==> src/rtl/inst_fetch.sv <==
// inst_fetch: program counter owner and sequential 4-byte instruction fetcher
// with a credit-limited instruction buffer towards decode.
//
// Ports:
//   clock, rst_n                 clock and asynchronous active-low reset
//   imem_req_valid/ready/addr    fetch request to instruction memory
//   imem_rsp_valid/data          in-order instruction word responses
//   redirect_valid/pc            flush and restart fetch at a new PC
//   inst_valid/ready, inst,      instruction handshake to decode, with the
//   inst_pc                      PC the word was fetched from
//   fetch_cnt                    instructions delivered to decode
//
// Build option: IFU_FETCH_CNT_EN enables the fetch_cnt counter; without it
// fetch_cnt is tied to zero and no counter flops exist.
module inst_fetch #(
    parameter logic [63:0] PC_RESET   = 64'h0000_0000_8000_0000,
    parameter int          FIFO_DEPTH = 2
) (
    input  logic        clock,
    input  logic        rst_n,
    output logic        imem_req_valid,
    input  logic        imem_req_ready,
    output logic [63:0] imem_req_addr,
    input  logic        imem_rsp_valid,
    input  logic [31:0] imem_rsp_data,
    input  logic        redirect_valid,
    input  logic [63:0] redirect_pc,
    output logic        inst_valid,
    input  logic        inst_ready,
    output logic [31:0] inst,
    output logic [63:0] inst_pc,
    output logic [63:0] fetch_cnt
);
    localparam int AW = $clog2(FIFO_DEPTH);
    localparam int CW = $clog2(FIFO_DEPTH + 1) + 1;

    logic          r_run;
    logic [63:0]   r_pc;
    logic [CW-1:0] r_inflight;
    logic [CW-1:0] r_drop;
    logic [CW-1:0] r_count;
    logic [AW-1:0] r_rd;
    logic [AW-1:0] r_wr;
    logic [AW-1:0] r_qrd;
    logic [AW-1:0] r_qwr;
    logic [31:0]   r_data [FIFO_DEPTH];
    logic [63:0]   r_pcs  [FIFO_DEPTH];
    logic [63:0]   r_rq   [FIFO_DEPTH];

    logic          w_pop;
    logic          w_pop_eff;
    logic          w_acc;
    logic          w_push;
    logic [CW-1:0] w_used;

    assign inst_valid = r_count != '0;
    assign inst       = inst_valid ? r_data[r_rd] : '0;
    assign inst_pc    = inst_valid ? r_pcs[r_rd] : '0;
    assign w_pop      = inst_valid & inst_ready;
    assign w_pop_eff  = w_pop & ~redirect_valid;
    // A pop this cycle frees a buffer slot, so it counts as credit right away.
    assign w_used         = r_inflight + r_count - CW'(w_pop);
    assign imem_req_valid = r_run & ~redirect_valid & (w_used < CW'(FIFO_DEPTH));
    assign imem_req_addr  = r_pc;
    assign w_acc          = imem_req_valid & imem_req_ready;
    assign w_push         = imem_rsp_valid & (r_drop == '0) & ~redirect_valid;

    always_ff @(posedge clock or negedge rst_n) begin
        if (!rst_n) begin
            r_run      <= 1'b0;
            r_pc       <= PC_RESET;
            r_inflight <= '0;
            r_drop     <= '0;
            r_count    <= '0;
            r_rd       <= '0;
            r_wr       <= '0;
            r_qrd      <= '0;
            r_qwr      <= '0;
        end else begin
            r_run      <= 1'b1;
            r_pc       <= redirect_valid ? {redirect_pc[63:2], 2'b00} : r_pc + (w_acc ? 64'd4 : 64'd0);
            r_inflight <= r_inflight + CW'(w_acc) - CW'(imem_rsp_valid);
            // Everything still outstanding after this cycle's response belongs
            // to the old stream and must be discarded.
            r_drop     <= redirect_valid ? r_inflight - CW'(imem_rsp_valid) :
                          (imem_rsp_valid && r_drop != '0) ? r_drop - CW'(1) : r_drop;
            r_count    <= redirect_valid ? '0 : r_count + CW'(w_push) - CW'(w_pop_eff);
            r_rd       <= redirect_valid ? '0 : r_rd + AW'(w_pop_eff);
            r_wr       <= redirect_valid ? '0 : r_wr + AW'(w_push);
            // Request-PC queue tracks every outstanding request, dropped or not.
            r_qwr      <= r_qwr + AW'(w_acc);
            r_qrd      <= r_qrd + AW'(imem_rsp_valid);
        end
    end

    always_ff @(posedge clock) begin
        if (w_push) begin
            r_data[r_wr] <= imem_rsp_data;
            r_pcs[r_wr]  <= r_rq[r_qrd];
        end
        if (w_acc)
            r_rq[r_qwr] <= r_pc;
    end

`ifdef IFU_FETCH_CNT_EN
    logic [63:0] r_fetch_cnt;
    always_ff @(posedge clock or negedge rst_n) begin
        if (!rst_n)
            r_fetch_cnt <= '0;
        else if (w_pop_eff)
            r_fetch_cnt <= r_fetch_cnt + 64'd1;
    end
    assign fetch_cnt = r_fetch_cnt;
`else
    assign fetch_cnt = '0;
`endif
endmodule
==> config.mk <==
export PLATFORM = sky130hd
export DESIGN_NAME = inst_fetch
export DESIGN_NICKNAME = d
export VERILOG_FILES = /design/src/rtl/inst_fetch.sv
export SDC_FILE = /design/constraint.sdc
export NUM_CORES = 1
export LEC_CHECK = 0
export CORE_AREA = 2 2 163 229
export CTS_CLUSTER_SIZE = 28
export DETAILED_ROUTE_END_ITERATION = 10
export DIE_AREA = 0 0 165 231
export PLACE_DENSITY_LB_ADDON = 0.2
export SYNTH_ARGS = -nofsm -noshare
export SYNTH_HDL_FRONTEND = slang
export SYNTH_SLANG_ARGS = --single-unit
==> constraint.sdc <==
create_clock -name clock -period 5.4 [get_ports clock]
set_input_delay 0.81 -clock clock [delete_from_list [all_inputs] [get_ports clock]]
set_output_delay 0.81 -clock clock [all_outputs]
set_load 0.01 [all_outputs]
Yosys cells after proc, flatten, opt, wreduce, memory -nomap -nowiden
Memories as Yosys holds them, arrays and structs flattened.
Index checks and enable logic that the tools add are counted.
- flip-flop bits (word level): 78
- output and inout bits: 226
- memory bits (writable): 320
- input port bits: 102
- memories kept: 3
- logic and storage cells: 52
- memory list (memory ; depth ; bits a word ; read ports ; clocked after Yosys merged registers in ; write ports ; RTL line ; source):
    r_pcs ; 2 ; 64 ; 1 ; 0 ; 1 ; 47 ; logic [63:0] r_pcs [FIFO_DEPTH];
    r_rq ; 2 ; 64 ; 1 ; 0 ; 1 ; 48 ; logic [63:0] r_rq [FIFO_DEPTH];
    r_data ; 2 ; 32 ; 1 ; 0 ; 1 ; 46 ; logic [31:0] r_data [FIFO_DEPTH];
- bitwise logic cells: 8
- multiplexer cells: 13
- add/sub/neg operators: 13
- magnitude comparators: 1
- reduce and logical (&&, ||, !) cells: 5
- operator list (kind ; number):
    $mux 64 ; 2
    $add 64x3->64 ; 1
    $mux 32 ; 1
    $mux 3 ; 4
    $sub 3x1->3 ; 4
    $and 1x1->1 ; 7
    $add 3x1->3 ; 2
    $mux 1 ; 6
    $reduce_bool 3->1 ; 2
    $add 1x1->1 ; 4
    $add 3x3->3 ; 1
    $logic_not 3->1 ; 1
    $lt 3x2->1 const B ; 1
    $sub 3x1->3 const B ; 1
    $reduce_bool 2->1 ; 1
    $logic_and 1x1->1 ; 1
    $not 1->1 ; 1

Depth between registers and ports, before layout
Gate-level depths: netlist (run 1).
- depth after elaboration: 9
- mapped depth: 18
- gate-level depth less buffers: 17

Worst setup path before layout (run 1)
OpenSTA, ideal clock, no wires.
- path kind: register -> register
- start point: register r_count[1]
- end point: memory r_rq[1][10] (enable)
- library setup time: 482 ps
- cell stages (with the launch flop): 12
- clock period less this slack: 5805 ps
- required time: 4918 ps
- slack: -405 ps
- arrival: 5323 ps
- path buffers: 0
- cell sequence: dfrtp_1 > nor3_1 > inv_1 > and2_1 > ha_1 > nand2b_1 > fa_1 > xnor2_1 > xnor2_1 > and2_1 > nand2_1 > nor2_1
- cells in the longest elaborated chain, start to end: 8
- elaborated cells between the ends (all ways): 9
- those cells by class: add/sub: 2; order compare: 1; mux: 2; bitwise: 3; reduce/logical: 1
- ends and longest elaborated chain (what ; RTL line ; source):
    start, declared ; 41 ; logic [CW-1:0] r_count;
    start signal, assigned ; 87 ; r_count <= redirect_valid ? '0 : r_count + CW'(w_push) - CW'(w_pop_eff);
    $reduce_bool 3->1 ; 56 ; assign inst_valid = r_count != '0;
    net inst_valid ; 28 ; output logic inst_valid,
    $and 1x1->1 ; 59 ; assign w_pop = inst_valid & inst_ready;
    $sub 3x1->3 ; 62 ; assign w_used = r_inflight + r_count - CW'(w_pop);
    $lt 3x2->1 ; 63 ; assign imem_req_valid = r_run & ~redirect_valid & (w_used < CW'(FIFO_DEPTH));
    $and 1x1->1 ; 63 ;
    net imem_req_valid ; 21 ; output logic imem_req_valid,
    $and 1x1->1 ; 65 ; assign w_acc = imem_req_valid & imem_req_ready;
    $mux 1 ; 101 ; if (w_acc)
    $mux 1 (not written as such) ; 102 ; r_rq[r_qwr] <= r_pc;
    end, declared ; 48 ;
The timed path passes the listed nets, and every way through them passes these cells.

Worst setup path after layout (run 1)
- start point: register r_count[1]
- end point: register r_pc[45], in the netlist imem_req_addr[45]
- cells in the longest elaborated chain, start to end: 9
- elaborated cells between the ends (all ways): 10
- those cells by class: add/sub: 3; order compare: 1; mux: 2; bitwise: 3; reduce/logical: 1
- ends and longest elaborated chain (what ; RTL line ; source):
    parallel branches: the longest is 2 deep, another holds $add 3x3->3 ; -- ;
    $sub 3x1->3 (*) ; 62 ;
    $lt 3x2->1 (*) ; 63 ;
    $and 1x1->1 (*) ; 63 ;
    $and 1x1->1 (*) ; 65 ;
    $mux 3 (*) ; 81 ; r_pc <= redirect_valid ? {redirect_pc[63:2], 2'b00} : r_pc + (w_acc ? 64'd4 : 64'd0);
    $add 64x3->64 (*) ; 81 ;
    $mux 64 (*) ; 81 ;
    end signal, assigned ; 81 ;
    end, declared ; 38 ; logic [63:0] r_pc;
Every way passes the cells marked *.
A chain may end at the register's enable or synchronous reset.

==> results of run 1 <==
## metal layers
metal,up-vias,GRT usage
met5,-,0
met4,0,0.05978
met3,45,0.03198
met2,297,0.3470
met1,4938,0.2454
li1,4691,-
## path summary, 6_finish.rpt
kind | start | cells past startpoint | slack (ns) | endpoint
setup / recovery | r_count[1] | 18 | 0.89 | imem_req_addr[45]
hold / removal | rst_n | 1 | 0.46 | imem_req_addr[58]
setup reg to reg | r_count[1] | 18 | 0.89 | imem_req_addr[45]
hold reg to reg | imem_req_addr[63] | 0 | 0.54 | r_rq[0][63]
max in group asynchronous | rst_n | 1 | 4.15 | r_rd
min in group clock | imem_req_addr[63] | 0 | 0.54 | r_rq[0][63]
## power groups by stage
stage / logic [mW] / clock network, mW / registers [mW]
6_report: 2.77 / 2.67 / 3.96
5_1_grt: 3.00 / 2.83 / 3.99
4_1_cts: 2.82 / 2.72 / 3.96
3_5_place_dp: 2.80 / 0 / 4.02
3_3_place_gp: 2.76 / 0 / 4.01
2_1_floorplan: 1.64 / 0 / 3.85
## metrics by stage
stage	utilization	hold WS (ns)
final	0.5774	0.4552
after CTS	0.5773	0.4991
after global routing	0.5774	0.5178
after floorplan	-	0.5014
after global placement	0.5427	0.4978
after detailed placement	0.5427	0.5174
## cell type report
type,count,area (um2),share of cell area
sequential,388,11280,0.5389
multi-input combinational,715,4996,0.2387
timing repair buffer,271,2735,0.1307
clock buffer,52,1077,0.05148
tap,467,584.3,0.02792
clock inverter,18,178.9,0.008550
inverter,20,75.07,0.003587
antenna,1,2.502,0.0001196
## cells in the final DEF, fill, tap and decap left out, types with 9 or more instances in the layout
cell type          n
edfxtp_1         312
clkdlybuf4s50_1  255
nor2_1           117
mux2i_1          102
dfrtp_1           73
conb_1            69
nand2_1           68
mux2_2            65
clkbuf_16         41
o21ai_0           34
nand4_1           31
xor2_1            29
nand3_1           29
xnor2_1           23
inv_1             19
nor2b_1           17
and3_1            13
nor4_2            11
buf_4             11
clkinv_1          10
ha_1              10
clkbuf_1          10
nor3_1             9
## Yosys cell counts (all sizes together), types with 18 or more instances
| library cell | instances |
|---|---|
| nand3 | 32 |
| o21ai | 40 |
| inv | 19 |
| nand4 | 36 |
| mux2 | 65 |
| dfrtp | 75 |
| xor2 | 29 |
| nor4 | 18 |
| nor2 | 118 |
| nand2 | 68 |
| clkbuf | 34 |
| xnor2 | 23 |
| mux2i | 102 |
| buf | 84 |
| edfxtp | 312 |
## critical path, stage by stage (launching register included)
cell and delay [ns]:
dfrtp_1 0.42, nor3_2 0.23, inv_1 0.09, and2_1 0.20, ha_1 0.27, nand2b_1 0.15, fa_1 0.38, xnor2_1 0.19
xnor2_1 0.15, and2_1 0.18, nand2_1 0.12, inv_1 0.18, ha_1 0.28, nand3_4 0.17, nor4_4 0.30, buf_4 0.23
nand4_2 0.25, or4_1 0.47, a31oi_1 0.17
## cell families (layout without fill, tap and decap cells)
group / after synthesis / in the layout / share of synthesized area
other: 2 / 70 / 0.0004486
muxes: 167 / 167 / 0.1047
xor gates and xnor gates: 52 / 52 / 0.02720
DFF: 388 / 388 / 0.6733
AOI/OAI and AO/OA: 71 / 71 / 0.02638
adders and majority gates: 16 / 16 / 0.01330
and+or+nand+nor: 340 / 340 / 0.1081
buffers and inverters: 138 / 361 / 0.04656
## flip-flops by register name, summed over array words and instances, names as in the netlist
| name | count |
|---|---|
| r_pcs | 124 |
| r_rq | 124 |
| r_data | 64 |
| imem_req_addr | 62 |
| r_count | 3 |
| r_drop | 3 |
| r_inflight | 3 |
| r_qrd | 1 |
| r_qwr | 1 |
| r_rd | 1 |
| r_run | 1 |
| r_wr | 1 |
==> impl_metrics.ini, run 1 <==
[cts]
numCtsBuffers = 38
cts_hold_buf = 0
clk_latency_ns = 0.53
post-cts-setup-buffers = 0
clk_pin_slew_ns = 0.06
clock_path_buffers = 3
htreeDepth = 2
cts_resized = 0
cts.sinks = 388
clockRootBuffer = clkbuf_16
cts_tree = done

[synthesis]
ys_types = 49
synthFlopType = edfxtp_1
syn_area_um2 = 16740
synth_edf_count = 312
ys_seq_area_frac = 0.6733
yosys_warnings = 0
avgSynthCellArea_um2 = 14.26
synth_top_area_share = 0.5596
synthTopCellsByArea = edfxtp_1 56%, dfrtp_1 11%, mux2i_1 6.1%
synth_top_area_cell = edfxtp_1
synth_seq_cells = 388
syn_inst = 1174
synth_async_sr_flop_share = 0.1959

[die]
die_w_um = 165
core_area_um2 = 36240
ios = 328
die-area_um2 = 38120
initial_core_util = 0.4619
num_rows = 83
die_h_um = 231

[global_route]
grt_pass1_wl_um = 56300
gr-usage-all-layers = 0.1963
grt.overflow.total = 0
antenna_found_initial = 1
grt_pass1_vias = 9809
grt_max_degree = 95

[setup_path]
path_max_fanout = 10
required_ns = 5.85
endpoint_kind = flop
critPathKind = flop to flop
arrival_ns = 4.96
crit_path_start_kind = flop

[power_and_ir_drop]
p_switching_mw = 2.759
p_clk_frac = 0.284
p_sw_frac = 0.2939
total_leakage_power_nw = 7.285
p_per_area_nw_per_um2 = 448.6
ir_drop_mv = 0.2776
p_seq_frac = 0.422
p_comb_frac = 0.295
p_total_mw = 9.387
p_int_mw = 6.629

[placement]
dp_worst_setup_slack_ns = 0.3965
place.gp.congestion = 0.7981
dpl_cell_area_um2 = 19670
io_buffers = 257
dpl.cell_count = 1861
dp_hpwl_um = 24850

[drt]
met3_length_um = 1859
viasPerCell = 5.161
routed.top_layer = met4
vias = 9971
wl_met2_um = 19890
ant_nets = 0
drtIter0Drc = 552
drtPass1Iterations = 5
drc = 0
wl_met1_um = 15590
wl_um = 38060
wl_per_cell_um = 19.70

[sta]
fmaxAchievable_mhz = 221.8
tightest_slew_ns = 1.146
finalCritPeriodShare = 0.8350
setup_ws_ns = 0.8909
setup-violations-final = 0
fin_crit_ns = 4.509
slew_headroom = 0.2357
grt_setup_unrepaired = no
finClkSkew_ns = 0.01089
drv_slew = 0
hold_viol = 0
fin_tns_setup_ns = 0

[cells_and_area]
area_growth_pct = 25.00
drive_gt1_frac = 0.1120
fillCellCount = 2933
final_cell_area_um2 = 20930
nets = 1552
final_cells = 1932

[worst_hold_path]
worstHoldPathType = input port to asynchronous set/reset pin

[flow_run]
drv_cap = 0

[outcome]
status = complete, no violations
(Power assumes the default switching activity.)
==> run 2, diff against run 1 <==
--- a/config.mk
+++ b/config.mk
@@ -5,10 +5,10 @@
 export SDC_FILE = /design/constraint.sdc
 export NUM_CORES = 1
 export LEC_CHECK = 0
-export CORE_AREA = 2 2 163 229
+export CORE_AREA = 2 2 155 218
 export CTS_CLUSTER_SIZE = 28
 export DETAILED_ROUTE_END_ITERATION = 10
-export DIE_AREA = 0 0 165 231
+export DIE_AREA = 0 0 157 220
 export PLACE_DENSITY_LB_ADDON = 0.2
 export SYNTH_ARGS = -nofsm -noshare
 export SYNTH_HDL_FRONTEND = slang
==> constraint.sdc (replaced) <==
create_clock -name clock -period 4.5 [get_ports clock]
set_input_delay 0.675 -clock clock [delete_from_list [all_inputs] [get_ports clock]]
set_output_delay 0.675 -clock clock [all_outputs]
set_load 0.01 [all_outputs]
==> impl_metrics.ini, run 2 (synthesized netlist as in run 1, its figures left out) <==
[die]
initial_core_util = 0.5117
num_rows = 79
core_area_um2 = 32720
die_h_um = 220
die-area_um2 = 34540
ios = 328
die_w_um = 157

[cells_and_area]
largestRegisters = r_pcs (124), r_rq (124), r_data (64)
layout_commonest_cell = edfxtp_1
drive_gt1_frac = 0.1198
area_growth_pct = 24.66
fillCellCount = 2480
final_cells = 1924
layout_common_cells = 312 x edfxtp_1, 255 x clkdlybuf4s50_1, 117 x nor2_1
nets = 1567

[sta]
finClkSkew_ns = 0.01584
fmaxAchievable_mhz = 242.3
slew_headroom = 0.3015
finalCritPeriodShare = 0.9171
hold_viol = 0
setup_ws_ns = 0.3731
drv_slew = 0
tightest_slew_ns = 1.048
grt_setup_unrepaired = no
fin_crit_ns = 4.127
setup-violations-final = 0

[setup_path]
crit_path_top_delay_cell = or4_1
critPathKind = flop to flop
worst_r2r_path_depth = 17
slowest_delay_ns = 0.47
endpoint_kind = flop
r2r_slack_ns = 0.37
path_buf_inv = 2
crit_chain = nor3_2 -> inv_1 -> and2_1 -> ha_1 -> nand2b_1 -> fa_1 -> xnor2_1 -> xnor2_1 -> and2_1 -> nand2_1 -> inv_1 -> ha_1 -> nand3_4 -> nor4_4 -> nand4_2 -> or4_1 -> a31oi_1
worstReg2RegEnd = imem_req_addr[45]
path_max_fanout = 7
arrival_ns = 4.57
critPathTopFamily = simple AND/OR/NAND/NOR gates
required_ns = 4.95
crit_path_start_kind = flop
r2r_start = r_count[1]

[global_route]
antenna_found_initial = 2
grt.overflow.total = 0
grt_pass1_vias = 9998
grt_pass1_wl_um = 56290
grt_max_degree = 77
gr-usage-all-layers = 0.2154

[drt]
drc = 0
wl_per_cell_um = 19.56
drtIter0Drc = 667
wl_um = 37630
drtPass1Iterations = 4
viasPerCell = 5.286
vias = 10170
ant_nets = 0

[placement]
place.gp.congestion = 0.8134
dpl.cell_count = 1855
io_buffers = 257
dp_worst_setup_slack_ns = -0.0009388
dp_hpwl_um = 24810

[cts]
cts_tree = done
numCtsBuffers = 37
clockRootBuffer = clkbuf_16
htreeDepth = 2
clk_latency_ns = 0.53
clk_pin_slew_ns = 0.06
cts_hold_buf = 0
post-cts-setup-buffers = 0
clock_path_buffers = 3
cts.sinks = 388
cts_resized = 0

[outcome]
status = complete, no violations

[flow_run]
drv_cap = 0

[power_and_ir_drop]
p_per_area_nw_per_um2 = 526.2
total_leakage_power_nw = 7.292
ir_drop_mv = 0.2237

[worst_hold_path]
worstHoldPathType = input port to asynchronous set/reset pin
run 2: worst max path at each step:
| stage | from | to | depth (start not counted) | slack [ns] |
|---|---|---|---|---|
| after floorplan | r_count[1] | imem_req_addr[45] | 17 | -0.05 |
| after global placement | inst_ready | imem_req_addr[45] | 16 | 0.11 |
| after detailed placement | inst_ready | imem_req_addr[45] | 16 | -0.0009 |
| after CTS | r_count[1] | imem_req_addr[45] | 17 | 0.33 |
| after global routing | r_count[1] | imem_req_addr[45] | 17 | 0.02 |
| final | r_count[1] | imem_req_addr[45] | 17 | 0.37 |
run 2: metrics by stage:
step	TNS [ns]	hold WS, ns	util	area (um2)	total power [mW]
floorplan	-0.05052	0.3794	-	17000	6.582
global placement	0	0.5144	0.6036	19750	8.127
detailed placement	-0.0009388	0.5144	0.6036	19750	8.201
CTS	0	0.3655	0.6377	20860	11.11
global route	0	0.4040	0.6378	20870	11.49
finish	0	0.3322	0.6378	20870	10.98
run 2: metal layers:
layer | up-vias | track usage | routed length [um]
li1 | 4730 | - | -
met3 | 64 | 0.03736 | 1945
met2 | 332 | 0.3807 | 19540
met5 | - | 0 | 0
met4 | 0 | 0.07706 | 1065
met1 | 5044 | 0.2653 | 15070
run 2: cell type report:
class / count / area [um2] / area share
Sequential cell: 388 / 11280 / 0.5404
Timing Repair Buffer: 287 / 2843 / 0.1362
Inverter: 20 / 75.07 / 0.003597
Clock inverter: 11 / 56.30 / 0.002698
Antenna cell: 2 / 5.005 / 0.0002398
Clock buffer: 56 / 1060 / 0.05078
Multi-Input combinational cell: 715 / 4996 / 0.2394
Tap cell: 445 / 556.8 / 0.02668
run 2: power breakdown:
part           switching [mW]  internal [mW]
Combinational            1.65           1.70
Sequential              0.368           4.36
Clock                    1.27           1.63
Total                    3.29           7.69
==> run 3, diff against run 2 <==
--- a/config.mk
+++ b/config.mk
@@ -9,6 +9,7 @@
 export CTS_CLUSTER_SIZE = 28
 export DETAILED_ROUTE_END_ITERATION = 10
 export DIE_AREA = 0 0 157 220
+export GPL_ROUTABILITY_DRIVEN = 0
 export PLACE_DENSITY_LB_ADDON = 0.2
 export SYNTH_ARGS = -nofsm -noshare
 export SYNTH_HDL_FRONTEND = slang
==> results of run 3 <==
No change in the layout: final DEF, timing and power equal those of run 2.
